`src/rtl/ysyx_22040127_mem_arbiter_pkg.sv`:
```
// Shared types for the IFU/LSU memory arbiter: FSM states, requester ids, default widths.
package ysyx_22040127_mem_arbiter_pkg;

  localparam int unsigned ADDR_W_DEF = 32;
  localparam int unsigned DATA_W_DEF = 64;

  typedef enum logic [1:0] {
    StIdle  = 2'd0,
    StIssue = 2'd1,
    StWait  = 2'd2
  } arb_state_e;

  typedef enum logic {
    OwnIfu = 1'b0,
    OwnLsu = 1'b1
  } owner_e;

endpackage

```
`src/rtl/ysyx_22040127_arb_pick.sv`:
```
// Combinational winner select between IFU and LSU requests.
// ARB_RR_EN defined: on a collision the requester not granted last wins.
// ARB_RR_EN undefined: LSU always beats IFU; last_grant is ignored.
module ysyx_22040127_arb_pick
  import ysyx_22040127_mem_arbiter_pkg::*;
(
  input  logic   if_valid,
  input  logic   ls_valid,
  input  owner_e last_grant,
  output logic   grant_valid,
  output owner_e grant
);

  // Pick a winner whenever at least one requester is valid.
  always_comb begin
    grant_valid = if_valid | ls_valid;
    grant       = OwnIfu;
`ifdef ARB_RR_EN
    if (if_valid && ls_valid) begin
      grant = (last_grant == OwnLsu) ? OwnIfu : OwnLsu;
    end else if (ls_valid) begin
      grant = OwnLsu;
    end
`else
    if (ls_valid) begin
      grant = OwnLsu;
    end
`endif
  end

`ifndef ARB_RR_EN
  logic unused_last_grant;
  assign unused_last_grant = last_grant;
`endif

endmodule

```
`src/rtl/ysyx_22040127_mem_arbiter.sv`:
```
// Shares one memory port between the IFU (read-only) and the LSU (read/write).
// One outstanding transaction; the response is routed only to the granted owner.
// Optional macro ARB_RR_EN selects round-robin arbitration instead of fixed LSU priority.
module ysyx_22040127_mem_arbiter
  import ysyx_22040127_mem_arbiter_pkg::*;
#(
  parameter int unsigned ADDR_W = ADDR_W_DEF,
  parameter int unsigned DATA_W = DATA_W_DEF
) (
  input  logic                clk,
  input  logic                rst,
  input  logic                if_req_valid,
  output logic                if_req_ready,
  input  logic [ADDR_W-1:0]   if_req_addr,
  output logic                if_resp_valid,
  input  logic                if_resp_ready,
  input  logic                ls_req_valid,
  output logic                ls_req_ready,
  input  logic [ADDR_W-1:0]   ls_req_addr,
  input  logic [DATA_W-1:0]   ls_req_wdata,
  input  logic [DATA_W/8-1:0] ls_req_wmask,
  output logic                ls_resp_valid,
  input  logic                ls_resp_ready,
  output logic [DATA_W-1:0]   resp_rdata,
  output logic                mem_req_valid,
  input  logic                mem_req_ready,
  output logic [ADDR_W-1:0]   mem_req_addr,
  output logic [DATA_W-1:0]   mem_req_wdata,
  output logic [DATA_W/8-1:0] mem_req_wmask,
  input  logic                mem_resp_valid,
  input  logic [DATA_W-1:0]   mem_resp_rdata,
  output logic                mem_resp_ready
);

  localparam int unsigned MASK_W = DATA_W / 8;

  arb_state_e          state_q, state_d;
  owner_e              owner_q, owner_d;
  logic [ADDR_W-1:0]   addr_q, addr_d;
  logic [DATA_W-1:0]   wdata_q, wdata_d;
  logic [MASK_W-1:0]   wmask_q, wmask_d;
  owner_e              last_grant;
  logic                grant_valid;
  owner_e              grant;
  logic                owner_resp_ready;

`ifdef ARB_RR_EN
  owner_e last_grant_q;
  assign last_grant = last_grant_q;

  // Remember who completed most recently so the other side wins the next collision.
  always_ff @(posedge clk or negedge rst) begin
    if (!rst) begin
      last_grant_q <= OwnLsu;
    end else if (state_q == StWait && mem_resp_valid && owner_resp_ready) begin
      last_grant_q <= owner_q;
    end
  end
`else
  assign last_grant = OwnLsu;
`endif

  ysyx_22040127_arb_pick u_pick (
    .if_valid    (if_req_valid),
    .ls_valid    (ls_req_valid),
    .last_grant  (last_grant),
    .grant_valid (grant_valid),
    .grant       (grant)
  );

  assign owner_resp_ready = (owner_q == OwnLsu) ? ls_resp_ready : if_resp_ready;
  assign resp_rdata       = mem_resp_rdata;
  assign mem_req_addr     = addr_q;
  assign mem_req_wdata    = wdata_q;
  assign mem_req_wmask    = wmask_q;

  // Next-state, payload capture and handshake outputs.
  always_comb begin
    state_d        = state_q;
    owner_d        = owner_q;
    addr_d         = addr_q;
    wdata_d        = wdata_q;
    wmask_d        = wmask_q;
    if_req_ready   = 1'b0;
    ls_req_ready   = 1'b0;
    mem_req_valid  = 1'b0;
    if_resp_valid  = 1'b0;
    ls_resp_valid  = 1'b0;
    mem_resp_ready = 1'b0;
    case (state_q)
      StIdle: begin
        if (grant_valid) begin
          state_d = StIssue;
          owner_d = grant;
          if (grant == OwnLsu) begin
            ls_req_ready = 1'b1;
            addr_d       = ls_req_addr;
            wdata_d      = ls_req_wdata;
            wmask_d      = ls_req_wmask;
          end else begin
            if_req_ready = 1'b1;
            addr_d       = if_req_addr;
            wdata_d      = '0;
            wmask_d      = '0;
          end
        end
      end
      StIssue: begin
        mem_req_valid = 1'b1;
        if (mem_req_ready) begin
          state_d = StWait;
        end
      end
      StWait: begin
        mem_resp_ready = owner_resp_ready;
        if_resp_valid  = (owner_q == OwnIfu) && mem_resp_valid;
        ls_resp_valid  = (owner_q == OwnLsu) && mem_resp_valid;
        if (mem_resp_valid && owner_resp_ready) begin
          state_d = StIdle;
        end
      end
      default: state_d = StIdle;
    endcase
    // Handshake outputs are forced low for as long as reset is held.
    if (!rst) begin
      if_req_ready   = 1'b0;
      ls_req_ready   = 1'b0;
      mem_req_valid  = 1'b0;
      if_resp_valid  = 1'b0;
      ls_resp_valid  = 1'b0;
      mem_resp_ready = 1'b0;
    end
  end

  // State, owner and registered request payload.
  always_ff @(posedge clk or negedge rst) begin
    if (!rst) begin
      state_q <= StIdle;
      owner_q <= OwnIfu;
      addr_q  <= '0;
      wdata_q <= '0;
      wmask_q <= '0;
    end else begin
      state_q <= state_d;
      owner_q <= owner_d;
      addr_q  <= addr_d;
      wdata_q <= wdata_d;
      wmask_q <= wmask_d;
    end
  end

endmodule

```
`config.mk`:
```
export PLATFORM = sky130hd
export DESIGN_NAME = ysyx_22040127_mem_arbiter
export DESIGN_NICKNAME = d
export VERILOG_FILES = /design/src/rtl/ysyx_22040127_mem_arbiter_pkg.sv /design/src/rtl/ysyx_22040127_arb_pick.sv /design/src/rtl/ysyx_22040127_mem_arbiter.sv
export SDC_FILE = /design/constraint.sdc
export NUM_CORES = 1
export LEC_CHECK = 0
export CORE_AREA = 4 4 148 150
export DETAILED_ROUTE_END_ITERATION = 6
export DIE_AREA = 0 0 152 154
export GPL_TIMING_DRIVEN = 0
export PLACE_DENSITY_LB_ADDON = 0.1
export SLEW_MARGIN = 20
export SYNTH_ARGS = -nofsm -noshare
export SYNTH_HDL_FRONTEND = slang
export SYNTH_SLANG_ARGS = --single-unit
```
`constraint.sdc`:
```
create_clock -name clk -period 3.9 [get_ports clk]
set_clock_uncertainty 0.2 [all_clocks]
set_input_delay 0.975 -clock clk [delete_from_list [all_inputs] [get_ports clk]]
set_output_delay 0.975 -clock clk [all_outputs]
set_load 0.1 [all_outputs]
```
==> results.md <==
- Final Hold Viols: 0
- R2R depth: 5
- Seq cells post-synth: 107
- Worst Hold Launch: mem_req_addr[2]
- DRC: 0
- Core Box Area: 20690 µm²
- Relative slew slack: 0.3024
- Total gr overflow: 0
- Layout area overhead: 78.67%
- CTS sink cnt: 107
- Top cells by area, synth: dfrtp_1 55%, a22o_1 13%, buf_4 11%, mux2_2 8.4%, mux2_1 6.5%
- Die W: 152 µm
- Post-synth top flop: dfrtp_1
- F_max: 272.2 MHz
- Post-synth top area share: 0.5527
- Post-synth EDFFs: 0
- Placed cell area: 8381 µm²
- Critical path data required time: 2720 ps
- Largest fanout on the critical path: 80
- Unrepaired setup endpoints after global routing: no
- First-pass GRT wire length: 24980 µm
- Total wire length: 16210 µm
- Ant diodes: 0
- Number of max-cap violations: 0
- Reg-to-reg endpoint: mem_req_wdata[48]
- Commonest cells post-synth: 107 x dfrtp_1, 72 x a22o_1, 71 x buf_4
- I/O Pins: 382
- TritonCTS clock tree: yes
- Largest net degree at the start of global routing: 81
- Clock buffer count from CTS: 9
- Total negative slack: 0 ps
- FF-to-FF Start: state_q[0]
- Area of the die: 23410 µm²
- Async SR Flop Fraction: 1.000
- Warnings from Yosys: 0
- Syn avg cell area: 13.80 µm²
- DRT iter0 DRCs: 132
- Measured slew at the worst slew-check pin: 1043 ps
- Post-DR wirelength/cell: 16.90 µm
- Post-layout util: 0.4184
- Hold crit path type: reg -> reg
- DR vias: 3933
- Overall Global Routing Usage: 0.1332
- Gate Count Post-Synth: 351
- Drt first pass iters: 4
- Synth Net Count: 559
- Fin. max-slew vios: 0
- Max Root-Sink Buffers: 2
- PortBufs: 316
- Std cell rows: 53
- CP Capture Point: ls_resp_valid
- Crit Path Class: in -> out
- Share of layout cells above drive strength 1: 0.2149
- H-tree depth: 3
- Setup repair bufs after CTS: 0
- Fin area: 8656 µm²
- Routed Antenna Nets: 0
- Post-detail-place hpwl: 12930 µm
- Vias per inst: 4.101
- Initial Utilization: 0.2342
- Seq/Total Area, Yosys: 0.5527
- Status: finished, final reports clean
- Clock Pin Slew Worst Setup and Hold Paths: 70 ps
- Final worst path period share: 0.9418
- Vias in the first global route: 4402
- Synth Cell Area: 4845 µm²
- Flop2flop setup slack: 2170 ps
- Netlist cell types: 24
- Worst-skew pair later-pin latency: 340 ps
- Top-count cell post-synth: dfrtp_1
- Setup violators final: 0
- CP endpoint kind: output port
- Fillcell total: 1985
- Clock tree root driver cell: clkbuf_16
- Die height: 154 µm
- Fin nets: 887
- Min Tclk post-route: 3673 ps
- Data arrival time of the critical path: 2500 ps
- Synth area leader: dfrtp_1
- Worst setup startpoint: rst
- Startpoint types: input pin
- Initial antenna violation count: 0
- Gpl congestion: 0.8313
- WHS: 292.4 ps
## per-stage QoR
| step | setup slack (ps) | std cells |
|---|---|---|
| 2_1_floorplan | -1145 | 351 |
| 3_3_place_gp | -4396 | 942 |
| 3_5_place_dp | -566.4 | 943 |
| 4_1_cts | 12.34 | 959 |
| 5_1_grt | 34.35 | 959 |
| 6_report | 226.8 | 959 |
## repair_timing
| item | CTS | global route |
|---|---|---|
| hold buffers | 0 | 0 |
| gates resized for setup | 21 | 6 |
| setup endpoints to repair | 6 | 3 |
## state kept, by name, summed over array words and instances, names as in the netlist
| signal | flops |
|---|---|
| mem_req_addr | 32 |
| mem_req_wdata | 64 |
| mem_req_wmask | 8 |
| owner_q | 1 |
| state_q | 2 |
## cell families after synthesis
kind of cell | synth area share
AO/OA/AOI/OAI | 0.1384
buffers and inverters | 0.1444
flip-flops | 0.5527
multiplexers | 0.1508
AND/OR/NAND/NOR | 0.01369
## layer usage
layer | GRT usage | vias up | share of wire
met2 | 0.2238 | 226 | 0.49
met4 | 0.04580 | 0 | 0.017
met3 | 0.05826 | 16 | 0.10
li1 | - | 1860 | -
met1 | 0.1520 | 1831 | 0.39
met5 | 0 | - | 0
## placed cells by master (no fill, tap or decap)
master and n:
clkdlybuf4s50_1 309, dfrtp_1 107, a22o_1 72, buf_4 71, mux2_2 36, mux2_1 28, buf_6 13, clkbuf_16 9
inv_1 4, buf_2 4, inv_6 4, clkbuf_1 3, clkdlybuf4s15_2 3, nor2_1 2, nor4_1 2, clkinv_2 2
mux2i_1 1, nand2_1 1, nor3_1 1, nand2b_1 1, nor2_4 1, and3_1 1, nand3_1 1, and2_4 1
o21ai_4 1, a21o_1 1, o21ai_1 1, o21ai_0 1, o22ai_1 1, clkinv_8 1, buf_16 1
## area by class of cell
cell class / instances / area, µm² / area share
Timing Repair Buffer: 317 / 3181 / 0.3674
Clock buffer: 9 / 225.2 / 0.02602
Clock inverter: 7 / 61.31 / 0.007083
Inverter: 4 / 15.01 / 0.001735
Tap cell: 275 / 344.1 / 0.03975
Sequential cell: 107 / 2678 / 0.3093
Buffer: 87 / 684.4 / 0.07907
Multi-Input combinational cell: 153 / 1468 / 0.1696
## critical path: stages
cell,delay [ps]
buf_6,260
buf_16,360
nand2_1,150
nor4_1,200
buf_2,490
## worst min path at each step
stage | to | slack [ps] | cells after the start
final | mem_req_addr[2] | 290 | 1
after global routing | mem_req_wdata[19] | 310 | 1
after CTS | mem_req_wdata[19] | 290 | 1
after detailed placement | mem_req_wdata[19] | 280 | 1
after global placement | mem_req_addr[5] | 270 | 1
after floorplan | owner_q | 320 | 1
Power is left out: the tool's default activity adds up to more than one toggle a clock period on the data nets, which glitch-free logic cannot reach.
